File: src/rtl/emulib_axi_latency_pipe_pkg.sv
// Shared definitions for the AXI latency pipe: entry field widths and the
// wrap-safe deadline helpers used by both the read and write paths.
package emulib_axi_latency_pipe_pkg;

  // AXI burst length field width (arlen/awlen).
  localparam int AXI_LEN_W = 8;

  // A programmed latency of zero still costs one cycle.
  function automatic logic [63:0] lat_min1(input logic [63:0] lat);
    return (lat == 64'd0) ? 64'd1 : lat;
  endfunction

  // Deadline reached when (now - dl) mod 2^ts_w has its MSB clear. Callers
  // zero-extend ts_w-bit values, so the low ts_w bits of the 64-bit difference
  // are exactly the modular difference.
  function automatic logic ts_reached(input logic [63:0] now, input logic [63:0] dl,
                                      input int ts_w);
    logic [63:0] diff;
    diff = now - dl;
    return ~diff[ts_w-1];
  endfunction

endpackage

File: src/rtl/emulib_axi_latency_pipe_fifo.sv
// Small synchronous FIFO with occupancy count; head entry is always visible
// on rdata_o. Pushes when full and pops when empty are ignored.
module emulib_latency_fifo #(
  parameter int WIDTH = 8,
  parameter int DEPTH = 4
) (
  input  logic                       clk,
  input  logic                       rst,
  input  logic                       push_i,
  input  logic [WIDTH-1:0]           wdata_i,
  input  logic                       pop_i,
  output logic [WIDTH-1:0]           rdata_o,
  output logic [$clog2(DEPTH):0]     count_o,
  output logic                       full_o,
  output logic                       empty_o
);
  localparam int CW = $clog2(DEPTH) + 1;
  localparam int IW = (DEPTH > 1) ? $clog2(DEPTH) : 1;
  localparam logic [IW-1:0] LAST = IW'(DEPTH - 1);

  logic [WIDTH-1:0] mem_q [DEPTH];
  logic [IW-1:0]    wr_ptr_q, wr_ptr_d, rd_ptr_q, rd_ptr_d;
  logic [CW-1:0]    count_q, count_d;
  logic             do_push, do_pop;

  function automatic logic [IW-1:0] inc(input logic [IW-1:0] p);
    return (p == LAST) ? '0 : p + IW'(1);
  endfunction

  assign full_o  = (count_q == CW'(DEPTH));
  assign empty_o = (count_q == '0);
  assign count_o = count_q;
  assign rdata_o = mem_q[rd_ptr_q];
  assign do_push = push_i & ~full_o;
  assign do_pop  = pop_i & ~empty_o;

  // Pointer and occupancy next-state.
  always_comb begin
    wr_ptr_d = do_push ? inc(wr_ptr_q) : wr_ptr_q;
    rd_ptr_d = do_pop  ? inc(rd_ptr_q) : rd_ptr_q;
    count_d  = count_q;
    if (do_push && !do_pop) count_d = count_q + CW'(1);
    if (!do_push && do_pop) count_d = count_q - CW'(1);
  end

  // Control state; reset empties the queue regardless of stored data.
  always_ff @(posedge clk or posedge rst) begin
    if (rst) begin
      wr_ptr_q <= '0;
      rd_ptr_q <= '0;
      count_q  <= '0;
    end else begin
      wr_ptr_q <= wr_ptr_d;
      rd_ptr_q <= rd_ptr_d;
      count_q  <= count_d;
    end
  end

  // Storage needs no reset: entries are only observed while counted.
  always_ff @(posedge clk) begin
    if (do_push) mem_q[wr_ptr_q] <= wdata_i;
  end

endmodule

File: src/rtl/emulib_axi_latency_pipe.sv
// AXI timing emulator: accepts AR/AW/W, then returns R beats and B responses
// in acceptance order once a per-burst latency deadline has passed.
module emulib_axi_latency_pipe
  import emulib_axi_latency_pipe_pkg::*;
#(
  parameter int ID_WIDTH       = 4,
  parameter int MAX_R_INFLIGHT = 4,
  parameter int MAX_W_INFLIGHT = 4,
  parameter int LAT_WIDTH      = 16,
  parameter int TS_WIDTH       = 32
) (
  input  logic                              clk,
  input  logic                              rst,
  input  logic [LAT_WIDTH-1:0]              r_latency,
  input  logic [LAT_WIDTH-1:0]              w_latency,
  input  logic                              arvalid,
  output logic                              arready,
  input  logic [ID_WIDTH-1:0]               arid,
  input  logic [7:0]                        arlen,
  input  logic                              awvalid,
  output logic                              awready,
  input  logic [ID_WIDTH-1:0]               awid,
  input  logic [7:0]                        awlen,
  input  logic                              wvalid,
  output logic                              wready,
  input  logic                              wlast,
  output logic                              rvalid,
  input  logic                              rready,
  output logic [ID_WIDTH-1:0]               rid,
  output logic                              rlast,
  output logic                              bvalid,
  input  logic                              bready,
  output logic [ID_WIDTH-1:0]               bid,
  output logic [$clog2(MAX_R_INFLIGHT):0]   r_inflight,
  output logic [$clog2(MAX_W_INFLIGHT):0]   w_inflight
);
  localparam int WCW  = $clog2(MAX_W_INFLIGHT) + 1;
  localparam int RE_W = ID_WIDTH + AXI_LEN_W + TS_WIDTH;
  localparam int AE_W = ID_WIDTH + AXI_LEN_W;

  // ---------------- free-running timestamp ----------------
  logic [TS_WIDTH-1:0] now_q, now_d;
  assign now_d = now_q + TS_WIDTH'(1);

  // Cycle counter, wraps naturally.
  always_ff @(posedge clk or posedge rst) begin
    if (rst) now_q <= '0;
    else     now_q <= now_d;
  end

  // ---------------- read path ----------------
  logic                 ar_hs, r_hs, r_pop, r_full, r_empty;
  logic [RE_W-1:0]      r_wdata, r_rdata;
  logic [ID_WIDTH-1:0]  r_hd_id;
  logic [7:0]           r_hd_len, r_beat_q, r_beat_d;
  logic [TS_WIDTH-1:0]  r_hd_dl, r_dl_new;

  // arready comes from the registered count only; a burst retiring this
  // cycle frees its slot on the next one.
  assign arready  = ~r_full;
  assign ar_hs    = arvalid & arready;
  assign r_dl_new = now_q + TS_WIDTH'(lat_min1(64'(r_latency)));
  assign r_wdata  = {arid, arlen, r_dl_new};
  assign {r_hd_id, r_hd_len, r_hd_dl} = r_rdata;

  assign rvalid = ~r_empty & ts_reached(64'(now_q), 64'(r_hd_dl), TS_WIDTH);
  assign rlast  = rvalid & (r_beat_q == r_hd_len);
  assign rid    = rvalid ? r_hd_id : '0;
  assign r_hs   = rvalid & rready;
  assign r_pop  = r_hs & rlast;

  emulib_latency_fifo #(.WIDTH(RE_W), .DEPTH(MAX_R_INFLIGHT)) u_rq (
    .clk(clk), .rst(rst), .push_i(ar_hs), .wdata_i(r_wdata), .pop_i(r_pop),
    .rdata_o(r_rdata), .count_o(r_inflight), .full_o(r_full), .empty_o(r_empty)
  );

  // Beat index within the head read burst.
  always_comb begin
    r_beat_d = r_beat_q;
    if (r_hs) r_beat_d = rlast ? 8'd0 : r_beat_q + 8'd1;
  end

  // Beat counter register.
  always_ff @(posedge clk or posedge rst) begin
    if (rst) r_beat_q <= '0;
    else     r_beat_q <= r_beat_d;
  end

  // ---------------- write path ----------------
  // Address entries and W-completion deadlines sit in two FIFOs. W bursts
  // complete in AW order, so the i-th completion belongs to the i-th AW and
  // the two heads always describe the same (oldest) transaction.
  logic                 aw_hs, wl_hs, b_hs;
  logic                 aw_full, aw_empty, wd_full, wd_empty;
  logic [AE_W-1:0]      aw_rdata;
  logic [ID_WIDTH-1:0]  aw_hd_id;
  logic [7:0]           aw_hd_len;
  logic [WCW-1:0]       aw_count, wd_count;
  logic [TS_WIDTH-1:0]  w_dl_new, wd_hd_dl;
  logic                 unused_w;

  assign awready  = ~aw_full;
  assign aw_hs    = awvalid & awready;
  // Some accepted AW still waits for its wlast.
  assign wready   = (aw_count != wd_count);
  assign wl_hs    = wvalid & wready & wlast;
  assign w_dl_new = now_q + TS_WIDTH'(lat_min1(64'(w_latency)));
  assign {aw_hd_id, aw_hd_len} = aw_rdata;

  assign bvalid     = ~wd_empty & ts_reached(64'(now_q), 64'(wd_hd_dl), TS_WIDTH);
  assign bid        = bvalid ? aw_hd_id : '0;
  assign b_hs       = bvalid & bready;
  assign w_inflight = aw_count;
  // awlen rides along with the entry for debug visibility only; wlast
  // decides completion.
  assign unused_w   = ^{aw_empty, wd_full, aw_hd_len};

  emulib_latency_fifo #(.WIDTH(AE_W), .DEPTH(MAX_W_INFLIGHT)) u_awq (
    .clk(clk), .rst(rst), .push_i(aw_hs), .wdata_i({awid, awlen}), .pop_i(b_hs),
    .rdata_o(aw_rdata), .count_o(aw_count), .full_o(aw_full), .empty_o(aw_empty)
  );

  emulib_latency_fifo #(.WIDTH(TS_WIDTH), .DEPTH(MAX_W_INFLIGHT)) u_wdq (
    .clk(clk), .rst(rst), .push_i(wl_hs), .wdata_i(w_dl_new), .pop_i(b_hs),
    .rdata_o(wd_hd_dl), .count_o(wd_count), .full_o(wd_full), .empty_o(wd_empty)
  );

endmodule

File: config.mk
export PLATFORM = sky130hd
export DESIGN_NAME = emulib_axi_latency_pipe
export DESIGN_NICKNAME = d
export VERILOG_FILES = /design/src/rtl/emulib_axi_latency_pipe_pkg.sv /design/src/rtl/emulib_axi_latency_pipe_fifo.sv /design/src/rtl/emulib_axi_latency_pipe.sv
export SDC_FILE = /design/constraint.sdc
export NUM_CORES = 1
export LEC_CHECK = 0
export ABC_AREA = 1
export CAP_MARGIN = 20
export CORE_MARGIN = 10
export CORE_UTILIZATION = 43
export CTS_BUF_LIST = sky130_fd_sc_hd__clkbuf_8 sky130_fd_sc_hd__clkbuf_16
export CTS_CLUSTER_SIZE = 40
export DETAILED_ROUTE_END_ITERATION = 10
export GPL_ROUTABILITY_DRIVEN = 0
export GPL_TIMING_DRIVEN = 0
export MAX_ROUTING_LAYER = met4
export PLACE_DENSITY = 0.67
export SYNTH_ARGS = -nofsm -noshare
export SYNTH_HDL_FRONTEND = slang
export SYNTH_HIERARCHICAL = 1
export SYNTH_SLANG_ARGS = --single-unit
File: constraint.sdc
create_clock -name clk -period 10.6 [get_ports clk]
set_clock_uncertainty 0.05 [all_clocks]
set_input_delay 1.06 -clock clk [delete_from_list [all_inputs] [get_ports clk]]
set_output_delay 1.06 -clock clk [all_outputs]
set_load 0.03 [all_outputs]
==> results.py <==
metrics = {
    "critical_path": {
        "cpPeakStageDelay_ns": 0.68,
        "path_buf_inv": 6,
        "cp.arrival_ns": 4.18,
        "cp-start-kind": "flop",
        "worst-setup-path-type": "reg -> out",
        "cp_top_family": "buffers and inverters",
        "crit_path_top_delay_cell": "clkdlybuf4s50_1",
        "path_depth": 19,
        "crit_start": "u_rq/rd_ptr_q[1]",
        "end_kind": "output port",
        "crit_fanout": 10,
        "cp.required_ns": 9.49,
        "crit_top_cell": "nand2_1",
        "r2r-start": "u_wdq/rd_ptr_q[0]",
        "rrSetupSlack_ns": 6.13,
        "worst_r2r_endpoint": "u_wdq/count_o[2]",
        "path_cells": "buf_4, clkinv_2, buf_2, o211ai_1, nand2_1, inv_1, ha_1, nand2_1, nor2_1, and2_1, nand2_1, nor2_1, nor2_1, nand2_1, nand2_1, nand2_1, nand3_1, inv_1, clkdlybuf4s50_1",
        "endpoint": "rlast",
        "r2r_cells": 23,
    },
    "synthesis": {
        "syn_inst": 2068,
        "ys.warnings.count": 6,
        "syn-num-nets": 2249,
        "syn_avg_cell_area_sq_um": 9.96,
        "netlist_area_sq_mm": 0.0206,
    },
    "sta": {
        "max_freq_ghz": 0.189,
        "post-route-min-period_ns": 5.29,
        "final.setup.tns_ns": 0,
        "setup_violations": 0,
        "tightest_slew_ns": 0.933,
        "fin_crit_sh_pct": 49.9,
        "rsz0062_at_grt": "false",
        "worst_slack_ns": 5.31,
        "slew_headroom_pct": 37.7,
        "finalHoldWorstSlack_ns": 0.449,
        "maxSlewViolCount": 0,
        "hold_viol": 0,
    },
    "run": {
        "drv_cap": 0,
    },
    "detailed_routing": {
        "drt-initial-drc-count": 912,
        "drt_pass1_iterations": 5,
        "wl_um": 48300,
        "vias_per_cell": 5.07,
        "num_vias": 14426,
        "drc_errors": 0,
        "post_drt_wl_per_cell_um": 17.0,
        "ant_nets": 0,
    },
    "power_and_ir_drop": {
        "power.density_mw_per_mm2": 210,
        "peakVddDrop_v": 0.000149,
        "p_leak_nw": 10.4,
    },
    "clock_tree": {
        "max-clock-path-buffers": 3,
        "clock-sinks": 381,
        "cts_inserted_buffers": 43,
        "root_buffer": "clkbuf_16",
        "cts_tree": "built",
        "hold_buffers": 0,
        "clkTransAtPathRegs_ns": 0.06,
        "cts_setup_buffers": 0,
        "cts_resized": 0,
        "ctsHtreeMaxLevel": 2,
        "insertion_delay_ns": 0.56,
    },
    "place": {
        "hpwl_um": 35000,
        "io_buffers": 75,
        "dp_slack_ns": 5.84,
    },
    "floorplanning": {
        "initial_utilization_pct": 43.3,
        "fp.dieH_um": 239,
        "ioPinCount": 84,
        "rows": 80,
        "design.core.area_sq_mm": 0.0475,
        "die_w_um": 239,
        "dieArea_sq_mm": 0.0570,
    },
    "layout": {
        "layout-drive-gt1-share_pct": 9.19,
        "diodes": 0,
        "final_cell_mix": "487 x nand2_1, 372 x inv_1, 320 x edfxtp_1",
        "layout_commonest_cell": "nand2_1",
        "nets": 2377,
        "area_growth_pct": 15.2,
        "n_fill_cell": 4216,
    },
    "worst_hold_path": {
        "hp-class": "reg -> reg",
    },
    "grt": {
        "grt_antenna_before_repair": 0,
        "grt_max_degree": 41,
        "grt_usage_pct": 17.5,
        "grt_pass1_vias": 14650,
        "grt_pass1_wl_um": 77100,
        "grt-ovfl-total": 0,
    },
    "outcome": {
        "status": "complete, no violations",
    },
}
[worst min-delay path by stage]
stage | startpoint | to | slack, ns | cells past startpoint
global route | u_wdq/count_o[0] | u_wdq/count_o[0] | 0.49 | 1
global placement | u_rq/count_o[0] | u_rq/count_o[0] | 0.44 | 1
CTS | u_rq/count_o[0] | u_rq/count_o[0] | 0.46 | 1
floorplan | r_beat_q[5] | r_beat_q[5] | 0.44 | 2
finish | u_rq/count_o[0] | u_rq/count_o[0] | 0.45 | 1
detailed placement | u_rq/count_o[0] | u_rq/count_o[0] | 0.45 | 1
[worst register-to-register path, stage by stage (launching register included)]
cell and delay, ns:
dfrtp_1 0.40, buf_1 0.60, o211ai_1 0.20, nand2_1 0.10, inv_1 0.05, ha_1 0.28, a21oi_1 0.12, o21ai_0 0.08
o21ai_0 0.22, nand2_1 0.15, nand3_1 0.14, nand2_1 0.06, nand2_1 0.06, nand3b_1 0.27, nor2_1 0.43, nand2_1 0.16
inv_1 0.09, ha_1 0.16, inv_1 0.07, fa_1 0.38, nand2_1 0.10, nand3_1 0.08, nand2_1 0.06, nand2_1 0.05
[registers in the layout (all words and copies together), names as in the netlist, 3 cells and up]
name	cells
now_q	32
r_beat_q	8
u_awq/count_o	3
u_awq/mem_q	16
u_rq/count_o	3
u_rq/mem_q	176
u_wdq/count_o	3
u_wdq/mem_q	128
[report_power, final]
group,total [W],internal [W],switching (W)
registers,0.00198,0.00189,0.0000933
logic,0.00157,0.000565,0.00100
clock network,0.00144,0.000838,0.000605
[area by class of cell]
type,instances,area [sq um],area share [%]
plain buffers,93,576,2.43
clock buffers,47,1150,4.86
flip-flops and latches,381,11100,46.9
inverters,378,1420,5.98
clock inverters,32,230,0.970
well taps,615,769,3.24
repair buffers,83,926,3.90
multi-input cells,1216,7520,31.7
[through the flow]
step                area [sq um]  total power (W)  std cells  util [%]
finish                     23700          0.00499       2845      49.9
global route               23700          0.00529       2845      49.9
CTS                        23700          0.00504       2845      49.9
detailed placement         22300          0.00358       2766      47.0
global placement           22100          0.00349       2758      46.5
floorplan                  20600          0.00306       2068         -
[routing by layer]
metal	vias to the layer above	share of wire (%)	wire (um)	global-route usage (%)
met3	107	4.9	2390	2.32
met4	0	3.2	1550	6.58
li1	7125	-	-	-
met1	6833	43	20700	21.2
met2	361	49	23600	29.4
met5	-	0	0	-
Note: power is estimated with default switching activity, not from simulation.
==> RTL edit 1: new RTL, same flow settings <==
Set the parameter `MAX_W_INFLIGHT` to 8 (it was 4).
--- a/src/rtl/emulib_axi_latency_pipe.sv
+++ b/src/rtl/emulib_axi_latency_pipe.sv
@@ -5,7 +5,7 @@
 #(
   parameter int ID_WIDTH       = 4,
   parameter int MAX_R_INFLIGHT = 4,
-  parameter int MAX_W_INFLIGHT = 4,
+  parameter int MAX_W_INFLIGHT = 8,
   parameter int LAT_WIDTH      = 16,
   parameter int TS_WIDTH       = 32
 ) (
Interface: changed (resized w_inflight); port bits go from 84 to 85. No check against the original RTL was run, so the function may have changed too.
==> RTL edit 1 against the unedited design <==
- sequential share of layout area up 2.2 points
- via count up 35%
- sequential cell count up 150
- design area up 34%
- setup slack worse by 0.54 ns
- maximum frequency down 9.3%
- area after synthesis up 35%
- wire length up 37%
- total power up 41%
- critical endpoint is now bid[2]
==> RTL edit 1: results (changes against the unedited design) <==
outcome: "finished clean"  # unchanged
clk_latency_worst_skew_pair_ns: 0.60  # was 0.56 ns
route.antenna.remaining_nets: 0  # unchanged
clkSlewWorstSetupHoldPaths_ns: 0.06  # about the same
synth_fp_nets: 3142  # was 2249
clock_tree.root_cell: "clkbuf_16"  # unchanged
placed_cells: 3920  # was 2766
mean_number_of_vias_per_cell: 4.861  # was 5.071
placement.io_buffers: 76  # was 75
fin_cells: 4018  # was 2845
cts-root-to-sink-buffers: 3  # unchanged
crit_path_max_incr_delay_ns: 0.71  # was 0.68 ns
power.static_leakage_uw: 0.01413  # was 0.01042 µW
cts.repair.resized: 0  # unchanged
initial_antenna_violation_count: 0  # unchanged
place.detailed.hpwl_um: 48750  # was 34960 µm
aggregate_routed_wire_length_um: 66140  # was 48280 µm
fillerInstances: 5770  # was 4216
pin_count_of_the_biggest_net_entering_global_routing: 33  # was 41
grt_pass1_wl_um: 104200  # was 77130 µm
synth_cells: 2959  # was 2068
drt_first_pass_iters: 5  # unchanged
cts_made_buffers: 53  # was 43
global_route.usage.total_pct: 18.14  # was 17.49%
critical_path.top_delay_family: "simple AND/OR/NAND/NOR gates"  # was buffers and inverters
max-vdd-ir-drop_uv: 252.0  # was 149.1 µV
num_antenna_cells: 0  # unchanged
detailedRoute.firstIterationViolations: 1470  # was 912
largest_registers: "u_wdq/mem_q (256), u_rq/mem_q (176)"  # was u_rq/mem_q (176), u_wdq/mem_q (128), now_q (32)
max_slew.worst_pin.slew_ns: 1.003  # was 0.9328 ns
critPathSlowestCell: "clkdlybuf4s50_1"  # unchanged
p_int_uw: 4500  # was 3289 µW
grt_pass1_vias: 18750  # was 14650
hold-path-cell-count: 2  # was 1
dp_worst_setup_slack_ns: 5.111  # was 5.837 ns
finalNetCount: 3303  # was 2377
post_route_cells_drive_above_1_share_pct: 8.536  # was 9.193%
placed_area_um2: 30090  # was 22350 µm²
synth.yosys.warnings: 6  # unchanged
timing.critical_path.arrival_ns: 4.72  # was 4.18 ns
RTL edit 1: layout make-up:
cell class | instances | share of cell area, %
Tap cell | 855 | 3.364
Sequential cell | 531 | 49.08
Timing Repair Buffer | 106 | 3.690
Inverter | 448 | 5.291
Clock inverter | 42 | 1.046
Multi-Input combinational cell | 1846 | 30.39
Clock buffer | 56 | 4.335
Buffer | 134 | 2.801
RTL edit 1: power groups by stage:
stage,sequential (µW),combinational (µW),clock [µW]
detailed placement,2740,2480,0
floorplan,2740,1680,0
finish,2690,2480,1850
global placement,2760,2370,0
CTS,2690,2500,1880
global route,2720,2790,1970
RTL edit 1: tightest hold or removal path, delay by kind of cell, from the launching register on:
kind / cells / cell delay [ns]
simple gates: 2 / 0.11
flops: 1 / 0.34
RTL edit 1: per-layer routing:
layer	vias to the layer above	track usage [%]	routed length [µm]
li1	9787	-	-
met1	9138	24.24	30320
met2	527	29.05	30920
met3	79	2.404	3662
met4	0	4.309	1234
met5	-	-	0
RTL edit 1: final timing paths:
kind / startpoint / end / slack [ns]
hold reg to reg: r_beat_q[7] / r_beat_q[7] / 0.44
max in group asynchronous: rst / now_q[28] / 9.10
setup / recovery: u_wdq/rd_ptr_q[2] / bid[2] / 4.77
setup reg to reg: u_wdq/rd_ptr_q[2] / u_wdq/count_o[3] / 5.35
hold / removal: r_beat_q[7] / r_beat_q[7] / 0.44
min in group asynchronous: rst / r_beat_q[7] / 0.89
RTL edit 1: per-stage QoR:
| step | hold slack [ns] | util, % |
|---|---|---|
| 6_report | 0.4435 | 49.52 |
| 5_1_grt | 0.4543 | 49.52 |
| 4_1_cts | 0.4442 | 49.52 |
| 3_5_place_dp | 0.4301 | 46.85 |
| 3_3_place_gp | 0.4156 | 46.10 |
| 2_1_floorplan | 0.3991 | - |
==> RTL edit 2: new RTL, config.mk and constraints unchanged <==
Without the edit above. Make the reset (`rst`) synchronous in 3 clocked blocks.
--- a/src/rtl/emulib_axi_latency_pipe_fifo.sv
+++ b/src/rtl/emulib_axi_latency_pipe_fifo.sv
@@ -44,7 +44,7 @@
   end
 
   // Control state; reset empties the queue regardless of stored data.
-  always_ff @(posedge clk or posedge rst) begin
+  always_ff @(posedge clk) begin
     if (rst) begin
       wr_ptr_q <= '0;
       rd_ptr_q <= '0;
--- a/src/rtl/emulib_axi_latency_pipe.sv
+++ b/src/rtl/emulib_axi_latency_pipe.sv
@@ -43,7 +43,7 @@
   assign now_d = now_q + TS_WIDTH'(1);
 
   // Cycle counter, wraps naturally.
-  always_ff @(posedge clk or posedge rst) begin
+  always_ff @(posedge clk) begin
     if (rst) now_q <= '0;
     else     now_q <= now_d;
   end
@@ -81,7 +81,7 @@
   end
 
   // Beat counter register.
-  always_ff @(posedge clk or posedge rst) begin
+  always_ff @(posedge clk) begin
     if (rst) r_beat_q <= '0;
     else     r_beat_q <= r_beat_d;
   end
Function: differs if rst is asserted again (counterexample within 4 cycles, from zero or initial values and one cycle with rst high); with rst held inactive, the same outputs for 4 cycles.
==> RTL edit 2 against the unedited design <==
- sequential cell count grew 6
- critical path depth shrank 2
- wire length shrank 2.1%
- synthesized cell count shrank 7.4%
- count of clock-buffer cells in the layout shrank 1
- design area shrank 5.1%
- setup slack lost 0.22 ns
- area after synthesis shrank 5.6%
Power is not compared: it rests on default switching activity, and its combinational part moved more than twofold at a synthesized area within 25%.
==> RTL edit 2: results (changes against the unedited design) <==
htree_levels: 2  # unchanged
rrSetupSlack_ns: 5.86  # was 6.13 ns
clkSlewWorstSetupHoldPaths_ns: 0.06  # about the same
post_route_cells_drive_above_1_share_pct: 9.590  # was 9.193%
cts-root-to-sink-buffers: 3  # unchanged
mean_number_of_vias_per_cell: 5.287  # was 5.071
fillerInstances: 3956  # was 4216
min_from: "r_beat_q[7]"  # was u_rq/count_o[0]
outcome: "finished clean"  # unchanged
num_antenna_cells: 0  # unchanged
synth_fp_nets: 2097  # was 2249
place.detailed.hpwl_um: 33320  # was 34960 µm
global_route.usage.total_pct: 17.72  # was 17.49%
aggregate_routed_wire_length_um: 47270  # was 48280 µm
finalNetCount: 2223  # was 2377
worst_r2r_path_depth: 24  # was 23
hold-path-cell-count: 2  # was 1
initial_antenna_violation_count: 0  # unchanged
critPathSlowestCell: "clkdlybuf4s50_1"  # unchanged
cts.repair.resized: 0  # unchanged
timing.critical_path.arrival_ns: 4.40  # was 4.18 ns
clock_tree.root_cell: "clkbuf_16"  # unchanged
worst_hold_path.endpoint: "r_beat_q[7]"  # was u_rq/count_o[0]
cts_post_setup_buffers_inserted: 0  # unchanged
grt_pass1_vias: 13740  # was 14650
drt_first_pass_iters: 6  # was 5
detailedRoute.firstIterationViolations: 1204  # was 912
maxSlewHeadroom_pct: 37.16  # was 37.67%
cts_made_buffers: 41  # was 43
pin_count_of_the_biggest_net_entering_global_routing: 30  # was 41
grt_pass1_wl_um: 74220  # was 77130 µm
worst_r2r_endpoint: "u_awq/count_o[2]"  # was u_wdq/count_o[2]
==> RTL edit 2: cell type report <==
class,instances,area share [%]
timing repair buffer,83,4.077
sequential,387,48.61
buffer,86,2.266
clock buffer,46,4.860
multi-input combinational,1229,32.08
tap,592,3.288
inverter,214,3.622
clock inverter,30,1.189
==> RTL edit 2: where the power goes <==
group	total, µW	switching, µW	internal, µW
Clock	1430	588	843
Sequential	1740	23.1	1720
Combinational	346	220	127
==> RTL edit 2: worst max path at each step <==
| stage | slack [ns] | from | to |
|---|---|---|---|
| 6_report | 5.09 | register | rlast |
| 5_1_grt | 4.74 | register | rlast |
| 4_1_cts | 5.10 | register | rlast |
| 3_5_place_dp | 5.70 | register | rlast |
| 3_3_place_gp | 4.63 | arvalid | u_rq/mem_q[0][35] |
| 2_1_floorplan | 6.85 | arvalid | u_rq/mem_q[0][0] |
==> RTL edit 2: stage by stage <==
step	hold slack, ns	cell area (µm²)	std cells	total power [µW]	worst slack, ns
4_1_cts	0.4579	22530	2667	3547	5.102
3_3_place_gp	0.4453	20940	2583	2090	4.628
2_1_floorplan	0.4086	19440	1916	1976	6.852
6_report	0.4589	22530	2667	3516	5.093
5_1_grt	0.4870	22530	2667	3645	4.742
3_5_place_dp	0.4496	21160	2591	2117	5.704
==> RTL edit 2: tightest hold or removal path: stages, from the launching register on <==
cell     delay (ns)
dfxtp_1        0.34
nand2_1        0.07
a21oi_1        0.05
==> RTL edit 2: routing by layer <==
layer	track usage [%]	wire length, µm	vias up
met1	22.90	20540	6745
li1	-	-	6855
met4	4.910	1079	0
met2	28.48	22590	425
met3	2.847	3062	76
met5	-	0	-
